--- config.mk ---
export PLATFORM = sky130hd
export DESIGN_NAME = decode_stage
export DESIGN_NICKNAME = d
export VERILOG_FILES = /design/src/rtl/decode_stage_pkg.sv /design/src/rtl/decode_stage_imm_gen.sv /design/src/rtl/decode_stage.sv
export SDC_FILE = /design/constraint.sdc
export NUM_CORES = 1
export LEC_CHECK = 0
export BUFFER_PORTS_ARGS = -buffer_cell sky130_fd_sc_hd__buf_4
export CAP_MARGIN = 40
export CORE_MARGIN = 3
export CORE_UTILIZATION = 41
export DETAILED_ROUTE_END_ITERATION = 10
export GPL_TIMING_DRIVEN = 0
export PLACE_DENSITY = 0.67
export SLEW_MARGIN = 30
export SYNTH_ARGS = -nofsm -noshare
export SYNTH_HDL_FRONTEND = slang
export SYNTH_SLANG_ARGS = --single-unit
export TNS_END_PERCENT = 5
--- constraint.sdc ---
create_clock -name clk_i -period 3.32 [get_ports clk_i]
set_clock_uncertainty 0.1 [all_clocks]
set_input_delay 0.498 -clock clk_i [delete_from_list [all_inputs] [get_ports clk_i]]
set_output_delay 0.498 -clock clk_i [all_outputs]
set_load 0.02 [all_outputs]
--- src/rtl/decode_stage_pkg.sv ---
// Shared decode definitions: RV32I opcodes, instruction classes and immediate formats.
package decode_stage_pkg;

    localparam logic [6:0] OpLoad    = 7'b0000011;
    localparam logic [6:0] OpMiscMem = 7'b0001111;
    localparam logic [6:0] OpImm     = 7'b0010011;
    localparam logic [6:0] OpAuipc   = 7'b0010111;
    localparam logic [6:0] OpStore   = 7'b0100011;
    localparam logic [6:0] OpReg     = 7'b0110011;
    localparam logic [6:0] OpLui     = 7'b0110111;
    localparam logic [6:0] OpBranch  = 7'b1100011;
    localparam logic [6:0] OpJalr    = 7'b1100111;
    localparam logic [6:0] OpJal     = 7'b1101111;
    localparam logic [6:0] OpSystem  = 7'b1110011;

    typedef enum logic [3:0] {
        OcNop, OcAluR, OcAluI, OcLoad, OcStore, OcBranch,
        OcJal, OcJalr, OcLui, OcAuipc, OcSystem, OcIllegal
    } opclass_e;

    typedef enum logic [2:0] {ImmNone, ImmI, ImmS, ImmB, ImmU, ImmJ} imm_fmt_e;

    // Everything execute needs from one decoded instruction; all-zero is the reset/NOP value.
    typedef struct packed {
        logic [31:0] pc;
        logic [31:0] imm;
        logic [4:0]  rd;
        logic [4:0]  rs1;
        logic [4:0]  rs2;
        opclass_e    opclass;
        logic [2:0]  funct3;
        logic        funct7b5;
    } ex_bundle_t;

    function automatic logic uses_rs1(opclass_e c);
        return !(c inside {OcLui, OcAuipc, OcJal, OcIllegal});
    endfunction

    function automatic logic uses_rs2(opclass_e c);
        return c inside {OcAluR, OcStore, OcBranch};
    endfunction

endpackage

--- src/rtl/decode_stage_imm_gen.sv ---
// Combinational immediate extraction; every format is sign-extended from instruction bit 31.
module imm_gen
    import decode_stage_pkg::*;
(
    input  logic [31:0] instr_i,
    input  imm_fmt_e    fmt_i,
    output logic [31:0] imm_o
);

    logic unused_bits;
    assign unused_bits = ^{instr_i[14:12], instr_i[6:0]};

    always_comb begin
        imm_o = '0;
        case (fmt_i)
            ImmI: imm_o = {{20{instr_i[31]}}, instr_i[31:20]};
            ImmS: imm_o = {{20{instr_i[31]}}, instr_i[31:25], instr_i[11:7]};
            ImmB: imm_o = {{19{instr_i[31]}}, instr_i[31], instr_i[7], instr_i[30:25],
                           instr_i[11:8], 1'b0};
            ImmU: imm_o = {instr_i[31:12], 12'h000};
            ImmJ: imm_o = {{11{instr_i[31]}}, instr_i[31], instr_i[19:12], instr_i[20],
                           instr_i[30:21], 1'b0};
            default: imm_o = '0;
        endcase
    end

endmodule

--- src/rtl/decode_stage.sv ---
// RV32I decode stage: one-entry holding register towards execute with load-use bubble and flush.
module decode_stage
    import decode_stage_pkg::*;
#(
    parameter bit LOAD_USE_STALL = 1'b1
) (
    input  logic        clk_i,
    input  logic        rst_ni,
    input  logic        flush_i,
    input  logic        if_valid_i,
    input  logic [31:0] if_instr_i,
    input  logic [31:0] if_pc_i,
    output logic        id_ready_o,
    output logic [4:0]  ar1_o,
    output logic [4:0]  ar2_o,
    output logic        ex_valid_o,
    input  logic        ex_ready_i,
    output logic [31:0] ex_pc_o,
    output logic [31:0] ex_imm_o,
    output logic [4:0]  ex_rd_o,
    output logic [4:0]  ex_rs1_o,
    output logic [4:0]  ex_rs2_o,
    output opclass_e    ex_opclass_o,
    output logic [2:0]  ex_funct3_o,
    output logic        ex_funct7b5_o
);

    logic       ex_valid_q, ex_valid_d;
    ex_bundle_t ex_q, ex_d;

    logic [6:0]  opcode;
    logic [6:0]  funct7;
    logic [4:0]  in_rs1, in_rs2;
    opclass_e    dec_class;
    imm_fmt_e    dec_fmt;
    logic [31:0] dec_imm;
    logic        hazard;
    logic        accept;

    assign opcode = if_instr_i[6:0];
    assign funct7 = if_instr_i[31:25];
    assign in_rs1 = if_instr_i[19:15];
    assign in_rs2 = if_instr_i[24:20];

    always_comb begin
        dec_class = OcIllegal;
        dec_fmt   = ImmNone;
        case (opcode)
            OpLui:     begin dec_class = OcLui;    dec_fmt = ImmU; end
            OpAuipc:   begin dec_class = OcAuipc;  dec_fmt = ImmU; end
            OpJal:     begin dec_class = OcJal;    dec_fmt = ImmJ; end
            OpJalr:    begin dec_class = OcJalr;   dec_fmt = ImmI; end
            OpBranch:  begin dec_class = OcBranch; dec_fmt = ImmB; end
            OpLoad:    begin dec_class = OcLoad;   dec_fmt = ImmI; end
            OpStore:   begin dec_class = OcStore;  dec_fmt = ImmS; end
            OpImm:     begin dec_class = OcAluI;   dec_fmt = ImmI; end
            OpReg: begin
                if (funct7 == 7'h00 || funct7 == 7'h20) dec_class = OcAluR;
            end
            OpSystem:  dec_class = OcSystem;
            // FENCE has no effect in this single-issue pipe; pass it on as a NOP.
            OpMiscMem: dec_class = OcNop;
            default:   dec_class = OcIllegal;
        endcase
    end

    imm_gen u_imm_gen (
        .instr_i (if_instr_i),
        .fmt_i   (dec_fmt),
        .imm_o   (dec_imm)
    );

    always_comb begin
        hazard = 1'b0;
        if (LOAD_USE_STALL && if_valid_i && ex_valid_q && ex_q.opclass == OcLoad &&
            ex_q.rd != 5'd0) begin
            hazard = (uses_rs1(dec_class) && in_rs1 == ex_q.rd) ||
                     (uses_rs2(dec_class) && in_rs2 == ex_q.rd);
        end
    end

    assign id_ready_o = rst_ni && (flush_i || ((!ex_valid_q || ex_ready_i) && !hazard));
    assign accept     = if_valid_i && id_ready_o && !flush_i;

    always_comb begin
        ex_valid_d = ex_valid_q;
        ex_d       = ex_q;
        if (flush_i) begin
            ex_valid_d = 1'b0;
        end else if (accept) begin
            ex_valid_d  = 1'b1;
            ex_d.pc       = if_pc_i;
            ex_d.imm      = dec_imm;
            ex_d.rd       = if_instr_i[11:7];
            ex_d.rs1      = in_rs1;
            ex_d.rs2      = in_rs2;
            ex_d.opclass  = dec_class;
            ex_d.funct3   = if_instr_i[14:12];
            ex_d.funct7b5 = if_instr_i[30];
        end else if (ex_ready_i) begin
            ex_valid_d = 1'b0;
        end
    end

    always_ff @(posedge clk_i or negedge rst_ni) begin
        if (!rst_ni) begin
            ex_valid_q <= 1'b0;
            ex_q       <= '0;
        end else begin
            ex_valid_q <= ex_valid_d;
            ex_q       <= ex_d;
        end
    end

    // Register file is read on the same edge that loads ex_*, so data stays aligned when stalled.
    assign ar1_o = (if_valid_i && id_ready_o) ? in_rs1 : ex_q.rs1;
    assign ar2_o = (if_valid_i && id_ready_o) ? in_rs2 : ex_q.rs2;

    assign ex_valid_o    = ex_valid_q;
    assign ex_pc_o       = ex_q.pc;
    assign ex_imm_o      = ex_q.imm;
    assign ex_rd_o       = ex_q.rd;
    assign ex_rs1_o      = ex_q.rs1;
    assign ex_rs2_o      = ex_q.rs2;
    assign ex_opclass_o  = ex_q.opclass;
    assign ex_funct3_o   = ex_q.funct3;
    assign ex_funct7b5_o = ex_q.funct7b5;

endmodule

Word-level counts from Yosys, hierarchy flattened
Cells that the tools add are included.

Flip-flop bits (word level): 88. Bits of input ports: 69.

Equal/unequal tests: 27. Multiplexer cells: 10. Bitwise gates (word level): 1. Reductions and logical operators: 25.

Operators by type and width (number): $pmux 32 s5 (1); $pmux 4 s11 (1); $eq 7x6->1 const B (4); $eq 7x7->1 const B (4); $pmux 3 s5 (1); $eq 7x5->1 const B (2); $eq 4x3->1 const B (3); $eq 4x4->1 const B (3); $eq 5x5->1 (2); $mux 5 (2); $logic_and 1x1->1 (9); $eq 7x2->1 const B (1); $eq 7x4->1 const B (1); $logic_not 7->1 (1); $eq 3x2->1 const B (2); $eq 3x3->1 const B (2); $reduce_bool 3->1 (2); $reduce_bool 5->1 (1); $eq 4x1->1 const B (1); $eq 4x2->1 const B (1); $logic_not 1->1 (4); $logic_or 1x1->1 (4); $mux 1 (4); $mux 4 (1); other kinds (6) (6).

Longest topological paths before layout
Gate-level depths: netlist of the first run.

Word-level depth: 18. Mapped depth: 10. Mapped depth without buffers: 7.

By module
From an unflattened synthesis of the first run, not the netlist that was laid out.

Cell total of the unflattened synthesis: 343. Area, all modules: 4425.5 µm².

By module, submodules not included: decode_stage (instances 1, cells each 273, area each 3893.7 µm², sequential area each 2202.1 µm²); imm_gen (instances 1, cells each 70, area each 531.8 µm², sequential area each 0.0 µm²).

Least setup slack after synthesis of the first run
OpenSTA, ideal clock, no wires.

Path type: input -> output. Start: input if_instr_i[5]. End: output ar1_o[0]. Arrival: 2.281 ns. Required time: 2.722 ns. Slack: 0.441 ns. Cell stages on the path: 8. Path buffers: 1. Path through: buf_6 -> nand2_1 -> o21ai_0 -> a22o_1 -> a221oi_2 -> o22ai_2 -> a21oi_4 -> mux2_2.

Word-level cells in the longest chain between the ends: 14. Elaborated cells between the ends (all ways): 32. Those cells by class: eq/ne (18); mux (3); reduce/logical (11).

RTL lines: start, declared (line decode_stage.sv:11) `input logic [31:0] if_instr_i,`; $eq 7x4->1, or another cell as far along (line decode_stage.sv:48) `case (opcode)`; $pmux 4 s11 (*) (line decode_stage.sv:48); $eq 4x4->1 or $eq 4x3->1 (tied branches) (line decode_stage_pkg.sv:36) `return !(c inside {OcLui, OcAuipc, OcJal, OcIllegal});`; $reduce_bool 4->1 (line decode_stage_pkg.sv:36); $logic_not 1->1 (line decode_stage_pkg.sv:36); $logic_and 1x1->1 (line decode_stage.sv:77) `hazard = (uses_rs1(dec_class) && in_rs1 == ex_q.rd) ||`; $logic_or 1x1->1 (*) (line decode_stage.sv:77); $mux 1 (*) (line decode_stage.sv:75) `if (LOAD_USE_STALL && if_valid_i && ex_valid_q && ex_q.opclass == OcLoad &&`; $logic_not 1->1 (*) (line decode_stage.sv:82) `assign id_ready_o = rst_ni && (flush_i || ((!ex_valid_q || ex_ready_i) && !hazard));`; $logic_and 1x1->1 (*) (line decode_stage.sv:82); $logic_or 1x1->1 (*) (line decode_stage.sv:82); $logic_and 1x1->1 (*) (line decode_stage.sv:82); $logic_and 1x1->1 (*) (line decode_stage.sv:116) `assign ar1_o = (if_valid_i && id_ready_o) ? in_rs1 : ex_q.rs1;`; $mux 5 (*) (line decode_stage.sv:116); end, declared (line decode_stage.sv:14) `output logic [4:0] ar1_o,`.

Every way passes the cells marked *; elsewhere a longest branch is shown, timed or not.

Final worst setup path of the first run
Start: input if_instr_i[4]. End: output ar2_o[3].

Word-level cells in the longest chain between the ends: 14. Elaborated cells between the ends (all ways): 32. Those cells by class: eq/ne (18); mux (3); reduce/logical (11).

RTL lines: $eq 7x4->1, or another cell as far along (line decode_stage.sv:48); $pmux 4 s11 (*) (line decode_stage.sv:48); $eq 4x4->1 or $eq 4x3->1 (tied branches) (line decode_stage_pkg.sv:36); $reduce_bool 4->1 (line decode_stage_pkg.sv:36); $logic_not 1->1 (line decode_stage_pkg.sv:36); $logic_and 1x1->1 (line decode_stage.sv:77); $logic_or 1x1->1 (*) (line decode_stage.sv:77); $mux 1 (*) (line decode_stage.sv:75); $logic_not 1->1 (*) (line decode_stage.sv:82); $logic_and 1x1->1 (*) (line decode_stage.sv:82); $logic_or 1x1->1 (*) (line decode_stage.sv:82); $logic_and 1x1->1 (*) (line decode_stage.sv:82); $logic_and 1x1->1 (*) (line decode_stage.sv:117) `assign ar2_o = (if_valid_i && id_ready_o) ? in_rs2 : ex_q.rs2;`; $mux 5 (*) (line decode_stage.sv:117); end, declared (line decode_stage.sv:15) `output logic [4:0] ar2_o,`.

Marks and branches as above.

==> results.tsv, run 1 <==
stage	metric	value	unit
grt	grt_pass1_vias	3658	
cts	clk_pin_slew	0.08	ns
pwr	peakVddDrop	0.000313	V
pwr	pwr-share-comb	0.347	
synth	synth_edf_count	0	
setup_path	crit_path_end_kind	primary output	
drt	wl_per_cell	18.2	um
synth	syn_inst	350	
drt	routed_wl	12200	um
drt	routed-wl-met2	5770	um
synth	synth_ff_type	dfrtp_1	
synth	synth_cell_type_count	44	
synth	ys_warn_count	0	
placed_design	placedCellCount	649	
pwr	clkPwrFrac	0.213	
drt	viasPerCell	5.36	
drt	first_pass_iters	4	
worst_hold_path	hp-class	primary input to async pin	
synth	seq_area_frac_synth	0.510	
grt	grt_pass1_wl	19000	um
synth	synth_compound_area_frac	0.153	
placed_design	gp_congestion	0.865	
cells_and_area	n_antenna_cell	0	
drt	wl_met1	5060	um
die	initial_core_util	0.431	
die	rows	36	
die	die_w	109	um
setup_path	rrSetupSlack	0.65	ns
cells_and_area	drive_above_1_share	0.520	
cells_and_area	syn2layout_area_growth	39.6	%
synth	avgSynthCellArea	12.3	um2
setup_path	reg2reg_to	ex_imm_o[14]	
die	die_h	109	um
setup_path	r2r-start	ex_rd_o[0]	
die	dieArea	0.0118	mm2
grt	antenna_found_initial	0	
pwr	sequentialPowerShare	0.440	
synth	synth_top_area_cell	dfrtp_1	
setup_path	worstPathMaxFanout	10	
sta	finalSetupTns	0	ns
setup_path	r2r_cells	8	
cts	clk_latency	0.36	ns
synth	synthAdderAreaFrac	0	
die	ios	168	
sta	fmax	0.307	GHz
sta	worst_pin_slew	0.765	ns
drt	ant_nets	0	
setup_path	cp.required	2.72	ns
synth	synth-simple-area-share	0.0745	
pwr	p_int	2070	uW
sta	finalCriticalPeriod	3.26	ns
grt	grt_max_degree	93	
synth	ys_async_sr_fraction	1.00	
pwr	p_per_area	523	mW/mm2
placed_design	hpwl	8980	um
grt	grt.total_usage	0.207	
synth	yosys.area_share.xor_xnor	0.0223	
synth	synth-seq-cells	88	
sta	hold_ws	0.0376	ns
sta	slew_headroom	0.486	
cts	cts_tree	done	
pwr	power.switching	1070	uW
sta	setup_viol	0	
drt	vias	3591	
pwr	p_leak	0.00272	uW
synth	syn_nets	419	
outcome	status	complete, no violations	
sta	drv_slew	0	
cts	cts_buffers	9	
grt	gr-total-overflow	0	
synth	synth_top_family_by_area	multiplexers	
setup_path	arrival	2.66	ns
drt	wl_met3	1170	um
drt	drtIter0Drc	177	
run	maxCapViolCount	0	
synth	synth_top_area_share	0.510	
setup_path	critPathKind	primary input to primary output	
placed_design	portBuffers	166	
cts	cts_max_level	3	
cts	cts_sinks	88	
synth	synthMuxAreaShare	0.188	
pwr	netSwitchingFraction	0.341	
sta	period_share	0.981	
synth	syn-cell-area	0.00431	mm2
die	core	0.0100	mm2
setup_path	start_kind	primary input	
drt	drc_errors	0	
cts	ctsLongestPathBuffers	2	
sta	hold_viol	0	
drt	highest_layer	met4	
cells_and_area	final_nets	601	
cts	cts-root-buf	clkbuf_8	
synth	synth.area.top_cells	dfrtp_1, mux2_2, o22a_1, a211o_1, mux2i_1	
cells_and_area	fin_util	0.602	
cells_and_area	fin_cells	670	
[cell usage after synthesis (all sizes together) (2+ instances only)]
cell type,instances
mux2i,8
mux2,65
dfrtp,88
a32oi,2
o22a,24
o21ai,6
nand4,2
or4,2
or3,2
buf,16
or2,2
nor4,6
a21oi,7
xor2,6
a221o,5
inv,13
nor2,13
nand2b,2
nand3,5
clkbuf,7
nand2,16
nor3,9
xnor2,5
a211o,20
o22ai,3
and2,3
[through the flow]
stage	area [um2]	setup WS (ns)	power (uW)
3_5_place_dp	5740	-0.286	2490
2_1_floorplan	4310	0.441	1960
4_1_cts	5920	-0.0288	3170
5_1_grt	6020	-0.000713	3320
6_report	6020	0.0617	3150
3_3_place_gp	5730	-0.532	2470
[power groups by stage]
stage / Clock (uW) / Sequential (uW) / Combinational, uW
2_1_floorplan: 0 / 1620 / 341
5_1_grt: 743 / 1410 / 1170
3_3_place_gp: 0 / 1400 / 1070
6_report: 672 / 1390 / 1090
4_1_cts: 693 / 1390 / 1090
3_5_place_dp: 0 / 1400 / 1090
[area by class of cell]
type                    count  area [um2]
fillers                   865        3980
repair buffers            172        1360
well taps                 133         166
plain buffers              22         171
flip-flops and latches     88        2200
multi-input cells         226        1900
clock inverters             6        45.0
inverters                  13        48.8
clock buffers              10         128
[sequential cells by signal (all words and copies together), names as in the netlist]
register / cells
ex_imm_o: 32
ex_pc_o: 32
ex_rd_o: 5
ex_rs1_o: 5
ex_rs2_o: 5
ex_opclass_o: 4
ex_funct3_o: 3
ex_funct7b5_o: 1
ex_valid_o: 1
[logic make-up after synthesis]
logic type | after synthesis
flip-flops | 88
AO/OA/AOI/OAI | 77
multiplexers | 73
AND/OR/NAND/NOR | 65
buffers and inverters | 36
XOR/XNOR | 11
[worst max path at each step]
stage / slack [ns] / to / cells after the start / start
floorplan: 0.44 / ar1_o[0] / 8 / if_instr_i[5]
global placement: -0.53 / ar2_o[2] / 7 / rst_ni
detailed placement: -0.29 / ar2_o[3] / 7 / rst_ni
CTS: -0.03 / ar2_o[3] / 9 / if_instr_i[4]
global route: -0.0007 / ar2_o[2] / 8 / ex_rd_o[0]
finish: 0.06 / ar2_o[3] / 10 / if_instr_i[4]
[critical path, stage by stage]
cell and delay [ns]:
buf_4 0.11, and2b_2 0.24, o22ai_1 0.08, a22o_1 0.29, a221oi_2 0.39, o22ai_2 0.18
a21oi_4 0.20, buf_12 0.15, mux2_2 0.34, buf_4 0.16
[routing by layer]
layer	global-route usage	up-vias
met5	0	-
met4	0.0577	0
met3	0.0716	15
met2	0.329	158
met1	0.269	1759
li1	-	1659
[timing repair]
item | CTS | global route
setup buffers | 0 | 2
gates cloned | 0 | 0
gates resized for setup | 5 | 3
pin swaps | 3 | 3
endpoints found under the hold margin | 79 | 25
setup endpoints to repair | 11 | 11
[cells in the final DEF (no fill, tap or decap), drive strengths merged, types with 8 or more instances in the layout]
cell	instances
inv	14
clkbuf	18
nor3	9
nor2	13
mux2	65
mux2i	8
a211o	20
buf	186
o22a	24
dfrtp	88
nand2	16
(Power assumes the default switching activity.)
==> inputs of run 2 (changes only) <==
Settings changed: CTS_BUF_LIST from default to sky130_fd_sc_hd__clkbuf_4 sky130_fd_sc_hd__clkbuf_8.
==> results.tsv, run 2 (synthesis results as in run 1) <==
stage	metric	value	unit	change
outcome	status	complete, no violations		
setup_path	r2r-start	ex_rd_o[4]		
pwr	total_power	3160	uW	+0.24%
pwr	p_leak	0.00272	uW	+0.13%
setup_path	critPathKind	primary input to primary output		
setup_path	start_kind	primary input		
die	initial_core_util	0.431		unchanged
setup_path	crit_buf_inv	3		unchanged
cells_and_area	fin_area	0.00603	mm2	about the same
cts	cts_max_level	3		unchanged
grt	grtUsageMet3	0.0716		unchanged
sta	fmax	0.306	GHz	-0.19%
cts	clk_pin_slew	0.08	ns	about the same
cells_and_area	final_common_cell	buf_4		
die	dieArea	0.0118	mm2	unchanged
drt	drtIter0Drc	189		+6.8%
sta	drv_slew	0		unchanged
drt	routed_wl	12200	um	+0.15%
placed_design	portBuffers	166		unchanged
grt	grt_max_degree	93		unchanged
placed_design	hpwl	8980	um	unchanged
setup_path	arrival	2.67	ns	about the same
die	die_w	109	um	unchanged
sta	setup_viol	0		unchanged
setup_path	rrSetupSlack	0.67	ns	+0.02 ns
setup_path	crit_path_end	ar2_o[3]		
setup_path	r2r_cells	8		unchanged
sta	finalSetupTns	0	ns	unchanged
grt	grt_pass1_wl	19000	um	unchanged
cts	cts-root-buf	clkbuf_8		
setup_path	cp_slowest_stage_delay	0.40	ns	about the same
grt	gr-total-overflow	0		unchanged
cells_and_area	syn2layout_area_growth	39.7	%	about the same
sta	period_share	0.983		+0.00184
setup_path	worst_path_most_repeated_cell	buf_4		
setup_path	worstPathMaxFanout	10		unchanged
grt	antenna_found_initial	0		unchanged
cells_and_area	mostFrequentLayoutCells	buf_4, dfrtp_1, mux2_2, o22a_1, a211o_1		
sta	slew_headroom	0.473		-0.0131
grt	use_met2	0.329		unchanged
setup_path	crit_cells	10		unchanged
cts	clk_latency	0.36	ns	about the same
sta	hold_viol	0		unchanged
drt	viasPerCell	5.32		-0.78%
pwr	peakVddDrop	0.000313	V	about the same
die	ios	168		unchanged
setup_path	cp.required	2.72	ns	about the same
cts	ctsLongestPathBuffers	2		unchanged
setup_path	reg2reg_to	ex_imm_o[14]		
sta	finalCriticalPeriod	3.26	ns	+0.00610 ns
grt	grtUsageMet1	0.269		-0.000383
sta	worst_pin_slew	0.784	ns	+0.0195 ns
cells_and_area	final_nets	601		unchanged
cts	cts_buffers	9		unchanged
drt	vias	3563		-0.78%
drt	drc_errors	0		unchanged
run	maxCapViolCount	0		unchanged
cells_and_area	drive_above_1_share	0.521		+0.00186
die	die_h	109	um	unchanged
cells_and_area	n_antenna_cell	0		unchanged
cts	cts_sinks	88		unchanged
drt	first_pass_iters	4		unchanged
die	rows	36		unchanged
cts	cts_tree	done		
drt	wl_per_cell	18.2	um	+0.15%
setup_path	crit_slowest_cell	a221oi_2		
setup_path	crit_path_end_kind	primary output		
grt	grt_pass1_vias	3657		-0.027%
setup_path	startpoint	if_instr_i[4]		
die	core	0.0100	mm2	unchanged
setup_path	cp_cell_sequence	buf_4 > and2b_2 > o22ai_1 > a22o_1 > a221oi_2 > o22ai_2 > a21oi_4 > buf_12 > mux2_2 > buf_4		
placed_design	place_area	0.00574	mm2	unchanged
pwr	p_per_area	524	mW/mm2	+0.18%
sta	hold_ws	0.0403	ns	+0.00270 ns
drt	ant_nets	0		unchanged
placed_design	gp_congestion	0.865		unchanged
grt	grt.total_usage	0.207		about the same
setup_path	crit_family	compound AO/OA/AOI/OAI gates		
grt	busiest_layer	met2		
worst_hold_path	hp-class	primary input to async pin		
run 2: cell counts in the layout (fill, tap and decap cells not counted):
Identical to the previous run, type by type.
run 2: routing by layer:
layer | wire length (um) | vias to the layer above
li1 | - | 1658
met1 | 5060 | 1739
met2 | 5760 | 146
met3 | 1160 | 20
met4 | 228 | 0
met5 | 0 | -
run 2: power by group:
group | internal, uW | switching (uW) | leakage (uW) | total (uW)
registers | 1260 | 128 | 0.00106 | 1390
clock network | 283 | 396 | 0.0000823 | 679
logic | 542 | 551 | 0.00158 | 1090
run 2: metrics by stage:
step,instances,util,setup slack (ns)
final,670,0.603,0.0556
after detailed placement,649,0.574,-0.286
after floorplan,350,-,0.441
after CTS,664,0.592,-0.0288
after global placement,649,0.573,-0.532
after global routing,670,0.603,-0.000713
run 2: timing repair:
item	4_1_cts	5_1_grt
buffers inserted	0	2
resized for setup	5	3
gates cloned	0	0
pin swaps	3	3
setup endpoints to repair	11	11
endpoints found under the hold margin	79	25
run 2: area by class of cell:
type                    instances  area (um2)
inverters                      13        48.8
fillers                       862        3970
repair buffers                172        1360
plain buffers                  22         171
multi-input cells             226        1900
clock buffers                  10         131
flip-flops and latches         88        2200
clock inverters                 6        45.0
well taps                     133         166
run 2: how the worst min path moves through the flow:
stage / from / to / depth (start not counted) / slack, ns
after CTS: rst_ni / ex_pc_o[14] / 1 / -0.03
after global placement: ex_pc_o[15] / ex_pc_o[15] / 1 / 0.39
final: rst_ni / ex_pc_o[15] / 2 / 0.04
after detailed placement: ex_pc_o[6] / ex_pc_o[6] / 1 / 0.40
after floorplan: rst_ni / ex_funct3_o[0] / 0 / 0.10
after global routing: rst_ni / ex_pc_o[15] / 2 / 0.05
==> inputs of run 3 (changes only) <==
Settings changed: CORE_MARGIN 3 to default, SETUP_SLACK_MARGIN from default to 0.1.
==> results.tsv, run 3 (synthesis results as in run 1) <==
stage	metric	value	unit	change
grt	grt_max_degree	93		unchanged
sta	period_share	0.964		-0.0197
setup_path	r2r_cells	8		unchanged
sta	slew_headroom	0.473		about the same
drt	ant_nets	0		unchanged
drt	drtIter0Drc	213		+13%
sta	postLayoutSetupSlackWorst	0.121	ns	+0.0655 ns
drt	wl_per_cell	17.4	um	-4.4%
pwr	pwr-share-comb	0.344		-0.002
cells_and_area	syn2layout_area_growth	38.8	%	
drt	vias	3575		+0.34%
die	core	0.0103	mm2	+2.8%
setup_path	arrival	2.60	ns	-0.07 ns
cts	cts-root-buf	clkbuf_8		
drt	routed_wl	11700	um	-4.1%
sta	drv_slew	0		unchanged
cts	cts_max_level	3		unchanged
cells_and_area	final_nets	600		-0.17%
placed_design	portBuffers	166		unchanged
sta	hold_viol	26		+26
pwr	sequentialPowerShare	0.440		about the same
pwr	p_per_area	526	mW/mm2	+0.31%
die	ios	168		unchanged
die	rows	37		+2.8%
die	die_h	105	um	-3.7%
pwr	p_int	2110	uW	+1.4%
grt	grt.total_usage	0.216		+0.00899
cells_and_area	fin_util	0.583		-0.0201
worst_hold_path	hp-class	primary input to async pin		
cts	clk_latency	0.35	ns	about the same
sta	worst_pin_slew	0.784	ns	+0.000122 ns
grt	grt_pass1_wl	18600	um	-2.0%
placed_design	post-place-ws	-0.244	ns	+0.0417 ns
cells_and_area	n_antenna_cell	0		unchanged
grt	grt_pass1_vias	3614		-1.2%
cts	cts_sinks	88		unchanged
die	dieArea	0.0109	mm2	-7.2%
drt	drc_errors	0		unchanged
cts	cts_buffers	9		unchanged
outcome	status	complete, but fails checks		
placed_design	hpwl	8660	um	-3.5%
setup_path	start_kind	primary input		
grt	gr-total-overflow	0		unchanged
die	initial_core_util	0.420		-0.0117
outcome	violations	negative hold slack		
pwr	clkPwrFrac	0.216		about the same
pwr	peakVddDrop	0.000330	V	+5.3%
drt	first_pass_iters	4		unchanged
die	die_w	105	um	-3.7%
placed_design	gp_congestion	0.898		+3.8%
cts	ctsLongestPathBuffers	2		unchanged
setup_path	worstPathMaxFanout	10		unchanged
setup_path	cp.required	2.72	ns	about the same
run	maxCapViolCount	0		unchanged
sta	finalSetupTns	0	ns	unchanged
drt	viasPerCell	5.32		about the same
sta	setup_viol	0		unchanged
grt	antenna_found_initial	0		unchanged
setup_path	critPathKind	primary input to primary output		
cells_and_area	final_common_cell	buf_4		
sta	finalCriticalPeriod	3.20	ns	-0.0655 ns
setup_path	crit_path_end_kind	primary output		
sta	hold_ws	-0.0338	ns	-0.0741 ns
cells_and_area	drive_above_1_share	0.524		+0.00284
pwr	netSwitchingFraction	0.329		-0.0112
sta	fmax	0.313	GHz	+2.0%
cells_and_area	mostFrequentLayoutCells	buf_4, dfrtp_1, mux2_2, o22a_1, a211o_1		
cts	cts_tree	done		
pwr	p_leak	0.00272	uW	-0.29%
pwr	power.switching	1040	uW	-3.6%
sta	rsz0062_at_grt	true		
cts	clk_pin_slew	0.08	ns	about the same
## run 3: cell count changes in the layout (fill, tap and decap cells not counted), sizes merged
cell      before  now
clkbuf        18   23
buf          186  183
clkinvlp       3    2
inv           14   12
## run 3: final timing paths
kind,startpoint,end,slack (ns)
setup reg to reg,ex_rd_o[4],ex_imm_o[14],0.65
setup / recovery,if_instr_i[4],ar1_o[1],0.12
min in group clk_i,flush_i,ex_valid_o,0.25
max in group asynchronous,rst_ni,ex_imm_o[10],2.77
hold reg to reg,ex_imm_o[15],ex_imm_o[15],0.41
hold / removal,rst_ni,ex_pc_o[21],-0.03
## run 3: routing by layer
| metal | routed length (um) | global-route usage |
|---|---|---|
| met2 | 5610 | 0.348 |
| met3 | 1010 | 0.0711 |
| met5 | 0 | 0 |
| met1 | 4810 | 0.265 |
| met4 | 262 | 0.0915 |
## run 3: critical path: stages
cell      delay [ns]
buf_4           0.11
clkbuf_4        0.17
nor2b_1         0.15
a221o_1         0.33
a221oi_2        0.33
o22ai_2         0.17
a21oi_4         0.19
buf_6           0.16
mux2_2          0.33
buf_4           0.15
## run 3: area by class of cell
cell class,instances,area [um2]
Buffer,22,178
Multi-Input combinational cell,226,1900
Inverter,13,52.6
Clock buffer,13,160
Timing Repair Buffer,171,1310
Fill cell,935,4290
Tap cell,136,170
Sequential cell,88,2200
Clock inverter,3,17.5
## run 3: metrics by stage
| stage | std cells | total power [uW] | area (um2) | hold slack (ns) |
|---|---|---|---|---|
| after floorplan | 350 | 1960 | 4310 | 0.102 |
| after global placement | 652 | 2460 | 5730 | 0.391 |
| after detailed placement | 652 | 2490 | 5740 | 0.397 |
| after CTS | 667 | 3180 | 5920 | -0.0113 |
| after global routing | 672 | 3310 | 5990 | 0.00482 |
| final | 672 | 3150 | 5990 | -0.0338 |
## run 3: what timing repair did
action | in CTS | in global routing
pin swaps | 3 | 4
setup endpoints to repair | 11 | 11
endpoints found under the hold margin | 63 | 0
resized for setup | 3 | 13
buffers inserted | 0 | 4
## run 3: power by group through the flow
stage,Sequential (uW),Clock (uW),Combinational (uW)
final,1380,679,1080
after global routing,1410,751,1150
after detailed placement,1410,0,1080
after CTS,1390,708,1090
after floorplan,1620,0,341
after global placement,1390,0,1070
